### config.mk
export PLATFORM = sky130hd
export DESIGN_NAME = if_stage
export DESIGN_NICKNAME = d
export VERILOG_FILES = /design/src/rtl/if_stage.sv
export SDC_FILE = /design/constraint.sdc
export NUM_CORES = 1
export LEC_CHECK = 0
export BUFFER_PORTS_ARGS = -buffer_cell sky130_fd_sc_hd__buf_2
export CAP_MARGIN = 20
export CORE_MARGIN = 2
export CORE_UTILIZATION = 25
export DETAILED_ROUTE_END_ITERATION = 16
export PLACE_DENSITY = 0.49
export SLEW_MARGIN = 30
export SYNTH_ARGS = -nofsm -noshare
export SYNTH_HDL_FRONTEND = slang
export SYNTH_SLANG_ARGS = --single-unit
### constraint.sdc
create_clock -name clk -period 2.8 [get_ports clk]
set_input_delay 0.56 -clock clk [delete_from_list [all_inputs] [get_ports clk]]
set_output_delay 0.56 -clock clk [all_outputs]
set_load 0.05 [all_outputs]
### src/rtl/if_stage.sv
// ---------------------------------------------------------------------------
// if_stage: instruction fetch stage.
//
// Holds the PC, drives the instruction-memory req/ack handshake and owns the
// IF/ID pipeline register that feeds the decoder / control unit. A one-entry
// skid buffer absorbs a fetch that completes while decode is stalled, and a
// DROP state swallows the response of a fetch that was overtaken by a
// redirect.
//
// Optional build macro: MISALIGN_CHK_EN
//   defined   -> adds output fetch_misalign and a FAULT state entered on a
//                redirect whose target is not word aligned.
//   undefined -> redirect_pc[1:0] is ignored (treated as 2'b00).
//
// Memory handshake: imem_req is the request valid, imem_ack is the response
// ready/valid. While imem_req=1, imem_addr is held stable until the cycle in
// which imem_ack=1; that cycle completes exactly one fetch and imem_rdata is
// sampled then. imem_ack is ignored whenever imem_req=0.
//
// dbg_state exposes the fetch FSM state for checkers.
// ---------------------------------------------------------------------------
module if_stage #(
    parameter int               XLEN      = 32,
    parameter logic [XLEN-1:0]  RESET_PC  = '0,
    parameter logic [31:0]      NOP_INSTR = 32'h0000_0013
) (
    input  logic            clk,
    input  logic            rst_n,
    output logic            imem_req,
    output logic [XLEN-1:0] imem_addr,
    input  logic            imem_ack,
    input  logic [31:0]     imem_rdata,
    input  logic            stall,
    input  logic            redirect,
    input  logic [XLEN-1:0] redirect_pc,
    output logic            id_valid,
    output logic [XLEN-1:0] id_pc,
    output logic [31:0]     id_instr,
    output logic [6:0]      id_opcode,
`ifdef MISALIGN_CHK_EN
    output logic            fetch_misalign,
`endif
    output logic [2:0]      dbg_state
);

    // Fetch FSM encoding
    localparam logic [2:0] ST_IDLE  = 3'd0;  // one cycle after reset, no request
    localparam logic [2:0] ST_REQ   = 3'd1;  // request outstanding at pc
    localparam logic [2:0] ST_HOLD  = 3'd2;  // fetched word parked in buffer
    localparam logic [2:0] ST_DROP  = 3'd3;  // draining a stale request
    localparam logic [2:0] ST_FAULT = 3'd4;  // misaligned redirect target

    logic [2:0]      state;
    logic [XLEN-1:0] pc;
    logic [XLEN-1:0] drop_addr;     // address of the stale request being drained
    logic            fault_pend;    // drain ends in FAULT instead of REQ

    // One-entry skid buffer between memory and IF/ID
    logic            buf_valid;
    logic [XLEN-1:0] buf_pc;
    logic [31:0]     buf_instr;

    // Redirect target decode
    logic [XLEN-1:0] tgt_pc;
    logic            tgt_bad;
    logic            can_accept;
    logic [XLEN-1:0] pc_inc;

    // Decode the redirect target and the IF/ID acceptance condition
    always_comb begin
`ifdef MISALIGN_CHK_EN
        tgt_pc  = redirect_pc;
        tgt_bad = |redirect_pc[1:0];
`else
        // Low address bits are dropped so the fetch address stays word aligned
        tgt_pc  = redirect_pc & ~{{(XLEN-2){1'b0}}, 2'b11};
        tgt_bad = 1'b0;
`endif
        can_accept = !stall || !id_valid;
        pc_inc     = pc + XLEN'(4);
    end

    // Fetch FSM, PC, skid buffer and IF/ID register
    always_ff @(posedge clk or negedge rst_n) begin
        if (!rst_n) begin
            state      <= ST_IDLE;
            pc         <= RESET_PC;
            drop_addr  <= RESET_PC;
            fault_pend <= 1'b0;
            buf_valid  <= 1'b0;
            buf_pc     <= '0;
            buf_instr  <= NOP_INSTR;
            id_valid   <= 1'b0;
            id_pc      <= '0;
            id_instr   <= NOP_INSTR;
        end else if (redirect) begin
            // Redirect wins over stall: flush IF/ID and the buffer
            id_valid   <= 1'b0;
            id_instr   <= NOP_INSTR;
            buf_valid  <= 1'b0;
            fault_pend <= tgt_bad;
            if (!tgt_bad) begin
                pc <= tgt_pc;
            end
            case (state)
                ST_REQ: begin
                    if (imem_ack) begin
                        // Response this cycle is for the old path; discard it
                        state <= tgt_bad ? ST_FAULT : ST_REQ;
                    end else begin
                        // Request must stay stable until acked: drain it
                        state     <= ST_DROP;
                        drop_addr <= pc;
                    end
                end
                ST_DROP: begin
                    // Stale request keeps draining; only the target changes
                    if (imem_ack) begin
                        state <= tgt_bad ? ST_FAULT : ST_REQ;
                    end
                end
                default: begin
                    state <= tgt_bad ? ST_FAULT : ST_REQ;
                end
            endcase
        end else begin
            case (state)
                ST_IDLE: begin
                    state <= ST_REQ;
                end
                ST_REQ: begin
                    if (imem_ack) begin
                        pc <= pc_inc;
                        if (can_accept) begin
                            id_valid <= 1'b1;
                            id_pc    <= pc;
                            id_instr <= imem_rdata;
                        end else begin
                            buf_valid <= 1'b1;
                            buf_pc    <= pc;
                            buf_instr <= imem_rdata;
                            state     <= ST_HOLD;
                        end
                    end else if (!stall) begin
                        // Decode moved on and nothing arrived: insert a bubble
                        id_valid <= 1'b0;
                        id_instr <= NOP_INSTR;
                    end
                end
                ST_HOLD: begin
                    if (can_accept) begin
                        id_valid  <= 1'b1;
                        id_pc     <= buf_pc;
                        id_instr  <= buf_instr;
                        buf_valid <= 1'b0;
                        state     <= ST_REQ;
                    end
                end
                ST_DROP: begin
                    // IF/ID is already empty; the stale word is thrown away
                    if (imem_ack) begin
                        state <= fault_pend ? ST_FAULT : ST_REQ;
                    end
                end
                ST_FAULT: begin
                    // Parked until an aligned redirect or reset
                    state <= ST_FAULT;
                end
                default: begin
                    state <= ST_IDLE;
                end
            endcase
        end
    end

    // Output decode from state and registers
    always_comb begin
        imem_req  = (state == ST_REQ) || (state == ST_DROP);
        imem_addr = (state == ST_DROP) ? drop_addr : pc;
        id_opcode = id_valid ? id_instr[6:0] : NOP_INSTR[6:0];
        dbg_state = state;
`ifdef MISALIGN_CHK_EN
        fetch_misalign = (state == ST_FAULT);
`endif
    end

endmodule
* Word-level counts from Yosys, hierarchy flattened *
Cells that the tools add are included.
Widths: inputs -> output; s select.

word-level totals
  register bits after elaboration = 196
  input port bits = 69
  output and inout bits = 108
  word-level logic and storage cells = 69

cells by class
  add/subtract/negate cells = 1
  equality and inequality tests = 13
  multiplexer cells = 28
  bitwise operators = 3
  reduce and logical (&&, ||, !) cells = 16

operators by type and width
  cell                   number
  $mux 32                12
  $pmux 32 s2            2
  $add 32x3->32 const B  1
  $mux 3                 5
  $pmux 3 s5             1
  $reduce_and 4->1       3
  $ne 3x3->1 const B     3
  $ne 2x2->1 const B     4
  $ne 4x4->1 const B     2
  $mux 7                 1
  $eq 3x2->1 const B     2
  $pmux 3 s2             1
  $reduce_bool 2->1      3
  $reduce_and 5->1       1
  $mux 1                 4
  $reduce_and 2->1       2
  $eq 3x1->1 const B     1
  $eq 3x3->1 const B     1
  $logic_not 3->1        1
  $not 1->1              3
  $reduce_and 3->1       1
  $reduce_bool 3->1      1
  $logic_not 1->1        2
  $logic_or 1x1->1       2
  2 further kinds        2

* Logic depth before layout (Yosys ltp) *
  depth after elaboration = 6
  depth in mapped cells = 8
  depth with buffers taken out = 6

* Worst setup path before layout *
Ideal clock, no wire load.

  kind = reg2out
  start = reg state[0], in the netlist dbg_state[0]
  end = out imem_addr[10]
  arrival = 2.488 ns
  data required time = 2.240 ns
  slack = -0.248 ns
  stages on the path, launching flop included = 6
  path buffers = 2
  cells stage by stage = dfrtp_1 > buf_2 > nor2b_1 > nand2_1 > clkbuf_1 > mux2_2

between the ends
  word-level cells in the longest chain between the ends = 2

RTL lines
  element                   RTL line  text
  start: declaration        53        logic [2:0] state;
  start signal: assignment  109       state <= tgt_bad ? ST_FAULT : ST_REQ;
  start signal: assignment  119       state <= tgt_bad ? ST_FAULT : ST_REQ;
  start signal: assignment  123       state <= tgt_bad ? ST_FAULT : ST_REQ;
  $eq 3x2->1                179       imem_addr = (state == ST_DROP) ? drop_addr : pc;
  $mux 32                   179
  end: declaration          30        output logic [XLEN-1:0] imem_addr,

No other way between the ends.

* Worst setup path in the final report *
  start = reg state[0], in the netlist dbg_state[0]
  end = out imem_addr[31]

Same word-level chain as after synthesis.

==> summary.md <==
| Metric | Value |
|---|---|
| Status | `finished clean` |
| Inserted Clock Buffers | `17` |
| Hold_buf cts | `0` |
| Psw | `3.01 mW` |
| Most common cell after layout, fill and taps aside | `dfrtp_1` |
| MaxCap Viol Count | `0` |
| Vias in the first global route | `6881` |
| Vias post-DR | `6634` |
| Compound-Gate Fraction of Synth Area | `0.0760` |
| Initial antenna violation count | `2` |
| First-pass GRT wire length | `roughly 41 mm` |
| Fin crit period | `about 2.7 ns` |
| Die area | `37400 um2` |
| Maximum VDD drop | `452 uV` |
| Cell taking the most area after synthesis | `dfrtp_1` |
| Final Hold Fails | `0` |
| XOR/XNOR share of the synthesized area | `0.0156` |
| IO buf count | `170` |
| Synth Flop Type | `dfrtp_1` |
| Pwr dens | `748 nW/um2` |
| Final Setup Violations | `0` |
| Final WL | `26.3 mm` |
| Yosys warning count | `0` |
| DRT iter0 DRCs | `239` |
| Cell variety after synth | `54` |
| Met3 WL | `1.50 mm` |
| Worst Path Max Fanout | `15` |
| Post-cts sizing count | `0` |
| Setup TNS | `0 ns` |
| Latest clock arrival within the worst-skew pair | `0.45 ns` |
| FP Rows | `69` |
| Met2 wire len | `between 10 and 15 mm` |
| Highest metal used | `met5` |
| Gpl congestion | `0.750` |
| Synth Area in Adders | `0.00140` |
| Most frequent cells in the layout | `181 x dfrtp_1, 169 x buf_2, 150 x mux2_2, 121 x nand2_1, 53 x o21ai_0` |
| Core Box Area | `35500 um2` |
| Final Cell Area | `11100 um2` |
| Sw frac | `0.364` |
| Reg area | `4710 um2` |
| Die Ht | `193 um` |
| Clk network pwr share | `0.288` |
| Syn Inst Count | `801` |
| GR Overflow Total | `0` |
| Largest net degree at the start of global routing | `56` |
| Gr usage total | `0.141` |
| Routed WL per cell | `18.2 um` |
| Pwr Total | `8.27 mW` |
| CTS tree | `built` |
| Fillers | `3720` |
| Kind of critical path | `reg -> out` |
| Post-synthesis mux area share | `0.224` |
| CP max stage delay | `0.49 ns` |
| H-tree Lvls | `4` |
| Worst rel slew slack | `0.468` |
| CP Launch Type | `flip-flop` |
| Starting Density | `0.253` |
| Root buffer cell | `clkbuf_16` |
| Antenna-violating nets left | `0` |
| Synth top area cells | `dfrtp_1 51%, mux2_2 19%, nand2_1 5.1%` |
| Clock sinks | `188` |
| Comb pwr share | `0.276` |
| Multi-input gate area | `3950 um2` |
| Largest family of logic cells by synthesized area | `multiplexers` |
| Slowest cell on crit path | `dfrtp_1` |
| Int Power | `5.26 mW` |
| Hpwl dp | `about 18 mm` |
| Cell Chain, Critical Path | `nor2b_2, nand2_2, buf_12, mux2_2, buf_2` |
| Share of cells above drive strength 1 | `0.419` |
| Synthesized cell area | `8970 um2` |
| Worst Setup End Kind | `output port` |
| Util after Layout | `0.312` |
| N_diodes | `0` |
| WP data arrival | `between 2 and 2.5 ns` |
| Area Overhead vs Synth | `23.3%` |
| Lkg Pwr | `5.10 nW` |
| DR DRC count | `0` |
| DR pass1 iterations | `4` |
| Placed cell area | `10500 um2` |
| Via density | `4.60` |
| Slew @ Worst Pin | `between 0.7 and 0.8 ns` |
| Period Utilization, post-route | `0.961` |
| Slew Limit Fails | `0` |
| Worst Clk Skew | `0.0118 ns` |
| Synthesized area per cell | `~11 um2` |
| Crit path required time | `2.24 ns` |
| Post-CTS Setup Bufs | `0` |
| Sequential area share after synthesis | `0.525` |
| RSZ-0062 raised after global routing | `false` |
| Worst hold path class | `in -> async` |
| Post-synth EDFFs | `0` |
| WL met1 | `12.1 mm` |
| Reg power frac | `0.436` |
| Clock buffer depth | `2` |
| Clk pin slew, worst setup/hold paths | `0.07 ns` |
| Ys async rst share | `1.00` |
| Fmax | `372 MHz` |
| Die X | `193 um` |
| Final Net Count | `1037` |
| IO Count | `177` |
| Area share of the largest cell type after synthesis | `0.508` |
| Synth Area in Simple Gates | `0.116` |
| #FFs+latches synth | `188` |
[layout make-up]
cell class | count | area share
clock inverter | 13 | 0.00996
sequential | 188 | 0.426
inverter | 6 | 0.00204
multi-input combinational | 544 | 0.358
clock buffer | 19 | 0.0410
tap | 461 | 0.0522
timing repair buffer | 210 | 0.111
[kinds of logic (layout without fill, tap and decap cells)]
group / after synthesis / in the layout
muxes: 182 / 182
adders and majority gates: 1 / 1
DFF: 188 / 188
AOI/OAI and AO/OA: 117 / 117
xor gates and xnor gates: 16 / 16
and+or+nand+nor: 224 / 224
other: 1 / 4
buffers and inverters: 72 / 248
[through the flow]
| stage | instances | hold slack (ns) | setup WS (ns) |
|---|---|---|---|
| 3_5_place_dp | 1408 | 0.466 | 0.351 |
| 4_1_cts | 1440 | 0.0818 | 0.0390 |
| 6_report | 1441 | 0.0695 | 0.108 |
| 3_3_place_gp | 1408 | 0.457 | 0.450 |
| 5_1_grt | 1441 | 0.0972 | 0.0201 |
| 2_1_floorplan | 804 | 0.264 | 0.0401 |
[final timing paths]
kind,start,end,slack [ns],depth (start not counted)
max,dbg_state[0],imem_addr[31],0.11,5
min,rst_n,id_pc[14],0.07,1
max reg2reg,dbg_state[1],id_instr[21],0.46,6
min reg2reg,id_pc[17],id_pc[17],0.48,2
max in group asynchronous,rst_n,id_instr[1],1.98,2
min in group clk,redirect_pc[17],pc[17],0.32,3
[routing by layer]
metal	vias to the layer above	GRT usage
li1	3129	-
met1	3337	0.185
met2	146	0.223
met3	18	0.0441
met4	4	0.0370
met5	-	0
[worst max-delay path: cells and delay by family, from the launching register on]
family | cells | cell delay [ns]
flops | 1 | 0.49
buf+inv | 2 | 0.43
mux | 1 | 0.41
simple gates | 2 | 0.36
[state kept, by name (all words and copies together), names as in the netlist]
name / flops
buf_instr: 32
id_instr: 32
buf_pc: 30
drop_addr: 30
id_pc: 30
pc: 30
dbg_state: 3
id_valid: 1
[synthesized netlist by cell type (all sizes together), types with 4 or more instances]
| library cell | n |
|---|---|
| nor3 | 14 |
| nor2b | 4 |
| dfrtp | 182 |
| buf | 27 |
| xor2 | 7 |
| nor4 | 7 |
| nand4 | 10 |
| a221o | 4 |
| mux2 | 151 |
| nand2 | 123 |
| inv | 6 |
| nor2 | 26 |
| nand2b | 4 |
| nand3 | 12 |
| a211o | 4 |
| dfstp | 6 |
| o22ai | 6 |
| clkbuf | 39 |
| xnor2 | 9 |
| o311ai | 4 |
| and2 | 7 |
| o21ai | 54 |
| mux2i | 31 |
| a21oi | 33 |
| and3 | 5 |
[power groups by stage]
stage	sequential [mW]	combinational [mW]	clock, mW
global route	3.69	2.45	2.56
detailed placement	3.66	2.30	0
CTS	3.61	2.30	2.47
finish	3.61	2.28	2.38
global placement	3.64	2.28	0
floorplan	4.07	1.22	0
Note: power is estimated with default switching activity, not from simulation.
